## src/rtl/mcp3202_pkg.sv

```systemverilog
// ============================================================================
//  Module      : mcp3202_pkg
//  Description : Shared types and constants for the MCP3202 scheduler slice.
//  Revision    : 1.0 - initial release
// ============================================================================
`default_nettype none

package mcp3202_pkg;

  localparam int ADC_BITS            = 12;
  localparam int c_DEF_TICK_CYCLES   = 200000;  // 100 MHz / 500 sps
  localparam int c_DEF_TIMEOUT_CYCLES = 20000;

  typedef logic [0:0] ch_t;

  typedef logic [1:0] state_t;
  localparam state_t c_ST_IDLE    = 2'd0;
  localparam state_t c_ST_START   = 2'd1;
  localparam state_t c_ST_CONVERT = 2'd2;

  // First enabled channel at or after last+1, wrapping; caller guarantees mask != 0.
  function automatic ch_t next_channel(input ch_t last, input logic [1:0] mask);
    ch_t pref;
    pref = last + 1'b1;
    if (mask[pref]) return pref;
    return ~pref;
  endfunction

endpackage

`default_nettype wire

```

## src/rtl/sample_tick_gen.sv

```systemverilog
// ============================================================================
//  Module      : sample_tick_gen
//  Description : Free-running rate counter, one-cycle tick every TICK_CYCLES.
//  Revision    : 1.0 - initial release
// ============================================================================
`default_nettype none

module sample_tick_gen #(
  parameter int TICK_CYCLES = 200000
) (
  input  logic clk,
  input  logic rst,
  input  logic i_enable,
  output logic o_tick
);

  localparam int c_CNT_W = (TICK_CYCLES > 1) ? $clog2(TICK_CYCLES) : 1;
  localparam logic [c_CNT_W-1:0] c_LAST = c_CNT_W'(TICK_CYCLES - 1);

  logic [c_CNT_W-1:0] r_cnt;
  logic               w_at_last;

  assign w_at_last = (r_cnt == c_LAST);
  assign o_tick    = i_enable && w_at_last;

  always_ff @(posedge clk or posedge rst) begin
    if (rst) begin
      r_cnt <= '0;
    end else if (!i_enable) begin
      r_cnt <= '0;
    end else if (w_at_last) begin
      r_cnt <= '0;
    end else begin
      r_cnt <= r_cnt + c_CNT_W'(1);
    end
  end

endmodule

`default_nettype wire

```

## src/rtl/mcp3202_sample_scheduler.sv

```systemverilog
// ============================================================================
//  Module      : mcp3202_sample_scheduler
//  Description : Round-robin MCP3202 conversion scheduler with watchdog and
//                valid/ready result register.
//  Revision    : 1.0 - initial release
// ============================================================================
`default_nettype none

module mcp3202_sample_scheduler
  import mcp3202_pkg::*;
#(
  parameter int   TICK_CYCLES    = c_DEF_TICK_CYCLES,
  parameter int   TIMEOUT_CYCLES = c_DEF_TIMEOUT_CYCLES,
  parameter logic SGL            = 1'b1
) (
  input  logic                clk,
  input  logic                rst,
  input  logic                enable,
  input  logic [1:0]          ch_mask,
  output logic                conv_start,
  output logic                conv_odd,
  output logic                conv_sgl,
  input  logic                conv_done,
  input  logic [ADC_BITS-1:0] conv_data,
  output logic [ADC_BITS-1:0] out_data,
  output logic                out_ch,
  output logic                out_valid,
  input  logic                out_ready,
  output logic                missed_tick,
  output logic                overrun,
  output logic                timeout,
  input  logic                clear_flags
);

  localparam int c_WD_W = $clog2(TIMEOUT_CYCLES + 1);
  localparam logic [c_WD_W-1:0] c_WD_LAST = c_WD_W'(TIMEOUT_CYCLES - 1);

  state_t              r_state;
  logic [c_WD_W-1:0]   r_wd;
  ch_t                 r_last_ch;
  ch_t                 r_conv_odd;
  logic                r_conv_start;
  logic [ADC_BITS-1:0] r_out_data;
  ch_t                 r_out_ch;
  logic                r_out_valid;
  logic                r_missed_tick;
  logic                r_overrun;
  logic                r_timeout;

  logic w_tick;
  logic w_mask_any;
  logic w_capture;
  logic w_wd_expire;
  ch_t  w_next_ch;

  sample_tick_gen #(
    .TICK_CYCLES (TICK_CYCLES)
  ) u_tick (
    .clk      (clk),
    .rst      (rst),
    .i_enable (enable),
    .o_tick   (w_tick)
  );

  assign w_mask_any  = |ch_mask;
  assign w_next_ch   = next_channel(r_last_ch, ch_mask);
  assign w_capture   = (r_state == c_ST_CONVERT) && conv_done;
  // A done arriving on the final watchdog cycle still counts as a result.
  assign w_wd_expire = (r_state == c_ST_CONVERT) && !conv_done && (r_wd == c_WD_LAST);

  always_ff @(posedge clk or posedge rst) begin
    if (rst) begin
      r_state      <= c_ST_IDLE;
      r_wd         <= '0;
      r_last_ch    <= 1'b1;
      r_conv_odd   <= 1'b0;
      r_conv_start <= 1'b0;
    end else begin
      case (r_state)
        c_ST_IDLE: begin
          if (w_tick && w_mask_any) begin
            r_state      <= c_ST_START;
            r_conv_odd   <= w_next_ch;
            r_conv_start <= 1'b1;
          end
        end
        c_ST_START: begin
          r_state      <= c_ST_CONVERT;
          r_conv_start <= 1'b0;
          r_wd         <= '0;
        end
        c_ST_CONVERT: begin
          if (conv_done || w_wd_expire) begin
            r_state   <= c_ST_IDLE;
            r_last_ch <= r_conv_odd;
          end else begin
            r_wd <= r_wd + c_WD_W'(1);
          end
        end
        default: begin
          r_state      <= c_ST_IDLE;
          r_conv_start <= 1'b0;
        end
      endcase
    end
  end

  always_ff @(posedge clk or posedge rst) begin
    if (rst) begin
      r_out_data  <= '0;
      r_out_ch    <= 1'b0;
      r_out_valid <= 1'b0;
    end else if (w_capture && (!r_out_valid || out_ready)) begin
      r_out_data  <= conv_data;
      r_out_ch    <= r_conv_odd;
      r_out_valid <= 1'b1;
    end else if (!w_capture && out_ready) begin
      r_out_valid <= 1'b0;
    end
  end

  // Clear is applied first so a coincident set event wins.
  always_ff @(posedge clk or posedge rst) begin
    if (rst) begin
      r_missed_tick <= 1'b0;
      r_overrun     <= 1'b0;
      r_timeout     <= 1'b0;
    end else begin
      if (clear_flags) begin
        r_missed_tick <= 1'b0;
        r_overrun     <= 1'b0;
        r_timeout     <= 1'b0;
      end
      if (w_tick && w_mask_any && (r_state != c_ST_IDLE)) r_missed_tick <= 1'b1;
      if (w_capture && r_out_valid && !out_ready)         r_overrun     <= 1'b1;
      if (w_wd_expire)                                    r_timeout     <= 1'b1;
    end
  end

  assign conv_start  = r_conv_start;
  assign conv_odd    = r_conv_odd;
  assign conv_sgl    = SGL;
  assign out_data    = r_out_data;
  assign out_ch      = r_out_ch;
  assign out_valid   = r_out_valid;
  assign missed_tick = r_missed_tick;
  assign overrun     = r_overrun;
  assign timeout     = r_timeout;

endmodule

`default_nettype wire
```

## config.mk

```make
export PLATFORM = sky130hd
export DESIGN_NAME = mcp3202_sample_scheduler
export DESIGN_NICKNAME = d
export VERILOG_FILES = /design/src/rtl/mcp3202_pkg.sv /design/src/rtl/sample_tick_gen.sv /design/src/rtl/mcp3202_sample_scheduler.sv
export SDC_FILE = /design/constraint.sdc
export NUM_CORES = 1
export LEC_CHECK = 0
export BUFFER_PORTS_ARGS = -buffer_cell sky130_fd_sc_hd__buf_2
export CAP_MARGIN = 10
export CORE_MARGIN = 2
export CORE_UTILIZATION = 30
export DETAILED_ROUTE_END_ITERATION = 8
export PLACE_DENSITY = 0.49
export SYNTH_ARGS = -nofsm -noshare
export SYNTH_HDL_FRONTEND = slang
export SYNTH_SLANG_ARGS = --single-unit
```

## constraint.sdc

```tcl
create_clock -name clk -period 1.8 [get_ports clk]
set_input_delay 0.36 -clock clk [delete_from_list [all_inputs] [get_ports clk]]
set_output_delay 0.36 -clock clk [all_outputs]
set_load 0.05 [all_outputs]
```

==> results of run 1 <==
## where the power goes
group	internal [mW]	switching, mW	leakage, nW
logic	0.0956	0.205	0.885
registers	1.28	0.0243	0.692
clock network	0.555	0.409	0.0644
## per-layer routing
metal	wire length [µm]	part of all wire [%]
met1	2620	48
met2	2520	46
met3	272	5.0
met4	57	1.0
met5	0	0
## layout make-up
cell class	instances	share of cell area [%]
clock buffers	5	2.01
inverters	12	1.32
well taps	105	3.84
repair buffers	85	16.4
multi-input cells	162	34.1
clock inverters	3	1.97
flip-flops and latches	55	40.3
## what timing repair did
item                                    in CTS  in global routing
hold buffers                                 1                  0
gates cloned                                 0                  0
endpoints found under the setup margin       5                 30
pin swaps                                    3                  5
buffers inserted                             0                  6
resized for setup                            4                  6
endpoints found under the hold margin        3                  0
## flip-flops by register name (all words and copies together) (netlist names)
register and flops:
u_tick.r_cnt 18, conv_odd 1, overrun 1, out_valid 1
missed_tick 1, r_state 2, conv_start 1, out_ch 1
out_data 12, r_wd 15, timeout 1, r_last_ch 1
## worst max-delay path by stage
| stage | from | endpoint | slack [ps] |
|---|---|---|---|
| final | r_wd[13] | r_wd[2] | -90 |
| after global routing | r_wd[13] | r_last_ch | -130 |
| after CTS | r_wd[6] | r_wd[2] | -70 |
| after detailed placement | conv_done | r_last_ch | -210 |
| after global placement | conv_done | r_last_ch | -200 |
| after floorplan | r_wd[5] | r_wd[2] | -30 |
## worst reg2reg max path: cells and delay by family, from the launching register on
kind,cells,cell delay [ps]
AND/OR/NAND/NOR,3,1300
flip-flops,1,390
multiplexers,1,100
## cell families (layout without fill, tap and decap cells)
group / Yosys count / in the layout / share of synthesized area (%)
other: 1 / 1 / 0.146
buffers and inverters: 17 / 105 / 2.68
flip-flops: 55 / 55 / 53.6
adder cells (fa/ha/maj): 2 / 2 / 0.973
AO/OA/AOI/OAI: 20 / 20 / 5.89
multiplexers: 25 / 25 / 10.5
XOR/XNOR: 16 / 16 / 5.45
AND/OR/NAND/NOR: 98 / 98 / 20.8
## metrics by stage
stage                     setup TNS, ps  hold slack (ps)
after floorplan                   -30.4              437
after global placement             -851              339
after detailed placement           -974              343
after CTS                          -227              268
after global routing               -709              262
final                              -203              275
## layout by cell type, fill, tap and decap left out, drive strengths merged, types with 3 or more instances in the layout
cell	instances
o21ai	7
dfrtp	54
nor3	4
nor4	8
mux2i	10
nand4	10
mux2	15
inv	12
buf	84
xnor2	11
nor2	20
or4	3
xor2	5
clkbuf	5
nand3	14
and3	3
nand2	23
==> metrics.cfg, run 1 <==
[clock_tree]
clkLatencyLatePin_ps = 310
cts_made_buffers = 5
clockBufferDepth = 2
cts-root-buf = clkbuf_8
cts_tree = done
clkSinkCount = 55
h-tree-depth = 2
path_clk_slew_ps = 100

[grt]
antenna_found_initial = 0
grt_usage_pct = 12.9
grt_overflow = 0
grtUsageMet2_pct = 20.7
grt_pass1_vias = 2039
grt_max_degree = 33
globalRouteMet1Util_pct = 17.1
grtUsageMet3_pct = 4.34
top_usage_layer = met2
grt_pass1_wl_um = 9470

[routing]
wirelength_um = 5470
via_per_inst = 4.69
first_iter_violations = 56
num_vias = 2004
firstDrtPassIters = 5
wl_per_cell_um = 12.8
drtAntennaViolNets = 0
drc_errors = 0

[outcome]
violations = setup timing
run_status = finished, violations left

[placement]
place_area_um2 = 3180
dp.cells = 412
port_buffers = 38
dp_hpwl_um = 4020
routabilityCongestion = 0.728
dp_slack_ps = -205

[logic_synthesis]
yosys_register_bits = 55
synth_area_leaders = dfrtp_1 (53%), mux2_2 (6.1%), mux2i_1 (3.9%), xnor2_1 (3.7%), nand2_1 (3.4%)
yosys_warnings = 0
ys.flop_type = dfrtp_1
synth_cells = 234
synth.distinct_cells = 49
avgSynthCellArea_um2 = 11.0
yosysTopAreaCell = dfrtp_1
synth.top_cells.by_count = dfrtp_1 (54), nand2_1 (23), nor2_1 (20), mux2_2 (14), nand3_1 (14)
synth.top_cell.area_share_pct = 52.6
netlist_area_um2 = 2570
synth_nets = 256
seq_area_frac_synth_pct = 53.6
synth_enable_flop_cells = 0
yosysMostFrequentCell = dfrtp_1
postSynth.asyncResetShare_pct = 100

[finish]
final_nets = 343
num-fill-cells = 820
syn_to_final_growth_pct = 33.1
final_area_um2 = 3420
multiInputGateArea_um2 = 1170
drive_above_1_share_pct = 38.8
fin_util_pct = 41.4
stdcell_count = 427
diodes = 0
area.sequential_um2 = 1380

[run]
cap_violations = 0

[floorplanning]
io-pin-count = 40
die_area_um2 = 9330
coreArea_um2 = 8260
row_count = 33
die_x_um = 96.6
initial_core_util_pct = 31.1
dieHeight_um = 96.6

[timing]
setup_violations = 5
hold_violations = 0
finalClockSkew_ps = 8.94
drv_slew = 0
timing.final.crit_share_pct = 105
relSlewSlack_pct = 67.0
max_slew.worst_pin.slew_ps = 491
fmax_mhz = 529
period_minus_slack_ps = 1890
setup_slack_ps = -89.5
rsz0062_at_grt = yes

[worst_hold_path]
hold_path_class = input port to flop
hold_path_depth = 2
worstHoldStart = conv_data[5]
min_to = out_data[5]

[setup_path]
path_cells = or4b_4, or4_4, and3_4, mux2i_1
crit_required_ps = 2010
crit_path_start_kind = flop
crit_slowest_cell = or4b_4
cpPeakStageDelay_ps = 590
path_class = flop to flop
arrival_ps = 2090
ff2ff_path_depth = 4
end_kind = flop
rrSetupSlack_ps = -90
worstPathBufferInverterCount = 0
cp_top_family = simple AND/OR/NAND/NOR gates
r2r-start = r_wd[13]
path_depth = 4
crit_fanout = 3
r2r_end = r_wd[2]

[power]
power_mw = 2.57
p_per_area_nw_per_um2 = 750
p_leak_nw = 1.64
max-vdd-ir-drop_v = 0.000491

Note: power is estimated with default switching activity, not from simulation.
==> inputs of run 2 (changes only) <==
--- a/config.mk
+++ b/config.mk
@@ -9,8 +9,10 @@
 export CAP_MARGIN = 10
 export CORE_MARGIN = 2
 export CORE_UTILIZATION = 30
+export CTS_BUF_LIST = sky130_fd_sc_hd__clkbuf_4
 export DETAILED_ROUTE_END_ITERATION = 8
 export PLACE_DENSITY = 0.49
+export REMOVE_ABC_BUFFERS = 1
 export SYNTH_ARGS = -nofsm -noshare
 export SYNTH_HDL_FRONTEND = slang
 export SYNTH_SLANG_ARGS = --single-unit
==> metrics.cfg, run 2 (synthesized netlist as in run 1, its figures left out) <==
[timing]
drv_slew = 0
tns_ps = -441
setup_slack_ps = -109
fmax_mhz = 524
whs_ps = 221
max_slew.worst_pin.slew_ps = 557
timing.final.crit_share_pct = 106
setup_violations = 9
finalClockSkew_ps = 4.69
relSlewSlack_pct = 62.8
rsz0062_at_grt = yes
hold_violations = 0
period_minus_slack_ps = 1910

[power]
max-vdd-ir-drop_v = 0.000323
p_leak_nw = 1.65
p_sw_share_pct = 26.7
pwr-share-clk_pct = 29.3
combPwrFrac_pct = 13.4
power_frac_seq_pct = 57.3
p_switching_uw = 608
p_per_area_nw_per_um2 = 663
internal_power_mw = 1.67

[clock_tree]
clockBufferDepth = 2
clkSinkCount = 55
h-tree-depth = 2
cts_tree = done
clkLatencyLatePin_ps = 350
cts-root-buf = clkbuf_4
path_clk_slew_ps = 150
cts_made_buffers = 5

[routing]
wirelength_um = 5390
drtAntennaViolNets = 0
num_vias = 2007
drc_errors = 0
first_iter_violations = 44
firstDrtPassIters = 4
wl_per_cell_um = 12.5
via_per_inst = 4.66

[setup_path]
end_kind = flop
ff2ff_path_depth = 4
path_cells = or4_4, or4_4, and3_4, mux2i_1
rrSetupSlack_ps = -110
path_depth = 4
path_class = flop to flop
crit_slowest_cell = or4_4
crit_required_ps = 2060
arrival_ps = 2170
path_common_cell = or4_4
crit_fanout = 3
crit_path_start_kind = flop
worstPathBufferInverterCount = 0
cp_top_family = simple AND/OR/NAND/NOR gates
cpPeakStageDelay_ps = 580

[grt]
grt_pass1_vias = 1910
antenna_found_initial = 0
globalRouteMet1Util_pct = 16.2
grtUsageMet3_pct = 2.64
grt_pass1_wl_um = 8680
grt_usage_pct = 12.0
grt_max_degree = 22
grt_overflow = 0
grtUsageMet2_pct = 19.9
top_usage_layer = met2

[floorplanning]
die_x_um = 96.6
io-pin-count = 40
row_count = 33
coreArea_um2 = 8260
die_area_um2 = 9330
initial_core_util_pct = 31.1
dieHeight_um = 96.6

[worst_hold_path]
hold_path_depth = 2
hold_path_class = input port to flop

[finish]
final_nets = 347
largest_reg_flops = 18
regMostFlops = u_tick.r_cnt
final_area_um2 = 3430
diodes = 0
final_cell_mix = dfrtp_1 (53), buf_4 (47), buf_2 (38), nand2_1 (22), nor2_1 (20)
stdcell_count = 431
final_common_cell = dfrtp_1
syn_to_final_growth_pct = 33.5
drive_above_1_share_pct = 40.5
num-fill-cells = 825

[placement]
dp_hpwl_um = 4120
port_buffers = 38
routabilityCongestion = 0.749
place_area_um2 = 3200
dp.cells = 413
dp_slack_ps = -137

[outcome]
violations = setup timing
run_status = finished, violations left

[run]
cap_violations = 0

[run 2: final timing paths]
path / end / start
setup / recovery: r_wd[2] / r_wd[6]
hold / removal: out_data[3] / conv_data[3]
setup reg to reg: r_wd[2] / r_wd[6]
hold reg to reg: u_tick.r_cnt[0] / u_tick.r_cnt[0]
max in group asynchronous: u_tick.r_cnt[3] / rst
min in group asynchronous: out_ch / rst
[run 2: metal layers]
layer | up-vias | part of all wire, %
li1 | 1014 | -
met1 | 965 | 47
met2 | 26 | 49
met3 | 2 | 2.8
met4 | 0 | 0.32
met5 | - | 0
[run 2: power groups by stage]
stage / Sequential [mW] / Combinational (mW) / Clock (mW)
floorplan: 1.44 / 0.0805 / 0
global placement: 1.33 / 0.303 / 0
detailed placement: 1.33 / 0.306 / 0
CTS: 1.31 / 0.308 / 0.698
global route: 1.31 / 0.332 / 0.740
finish: 1.30 / 0.305 / 0.666
[run 2: final cells by class]
class / instances / area, µm² / area share [%]
inverters: 12 / 45.0 / 1.31
well taps: 105 / 131 / 3.83
clock buffers: 5 / 37.5 / 1.09
flip-flops and latches: 55 / 1380 / 40.2
multi-input cells: 162 / 1200 / 34.9
repair buffers: 89 / 604 / 17.6
clock inverters: 3 / 38.8 / 1.13
[run 2: repair_timing]
item / 4_1_cts / 5_1_grt
hold endpoints to repair: 16 / 0
gates resized for setup: 3 / 13
hold buffers: 1 / 0
pin swaps: 5 / 5
cloned: 0 / 0
setup buffers: 2 / 7
setup endpoints to repair: 7 / 14
[run 2: worst register-to-register path, stage by stage, from the launching register on]
cell     delay [ps]
dfrtp_1         420
or4_4           580
or4_4           540
and3_4          170
mux2i_1         100
[run 2: metrics by stage]
stage,power [mW],utilization [%]
final,2.27,41.6
after global routing,2.38,41.6
after CTS,2.31,40.3
after detailed placement,1.63,38.8
after global placement,1.63,38.8
after floorplan,1.52,-
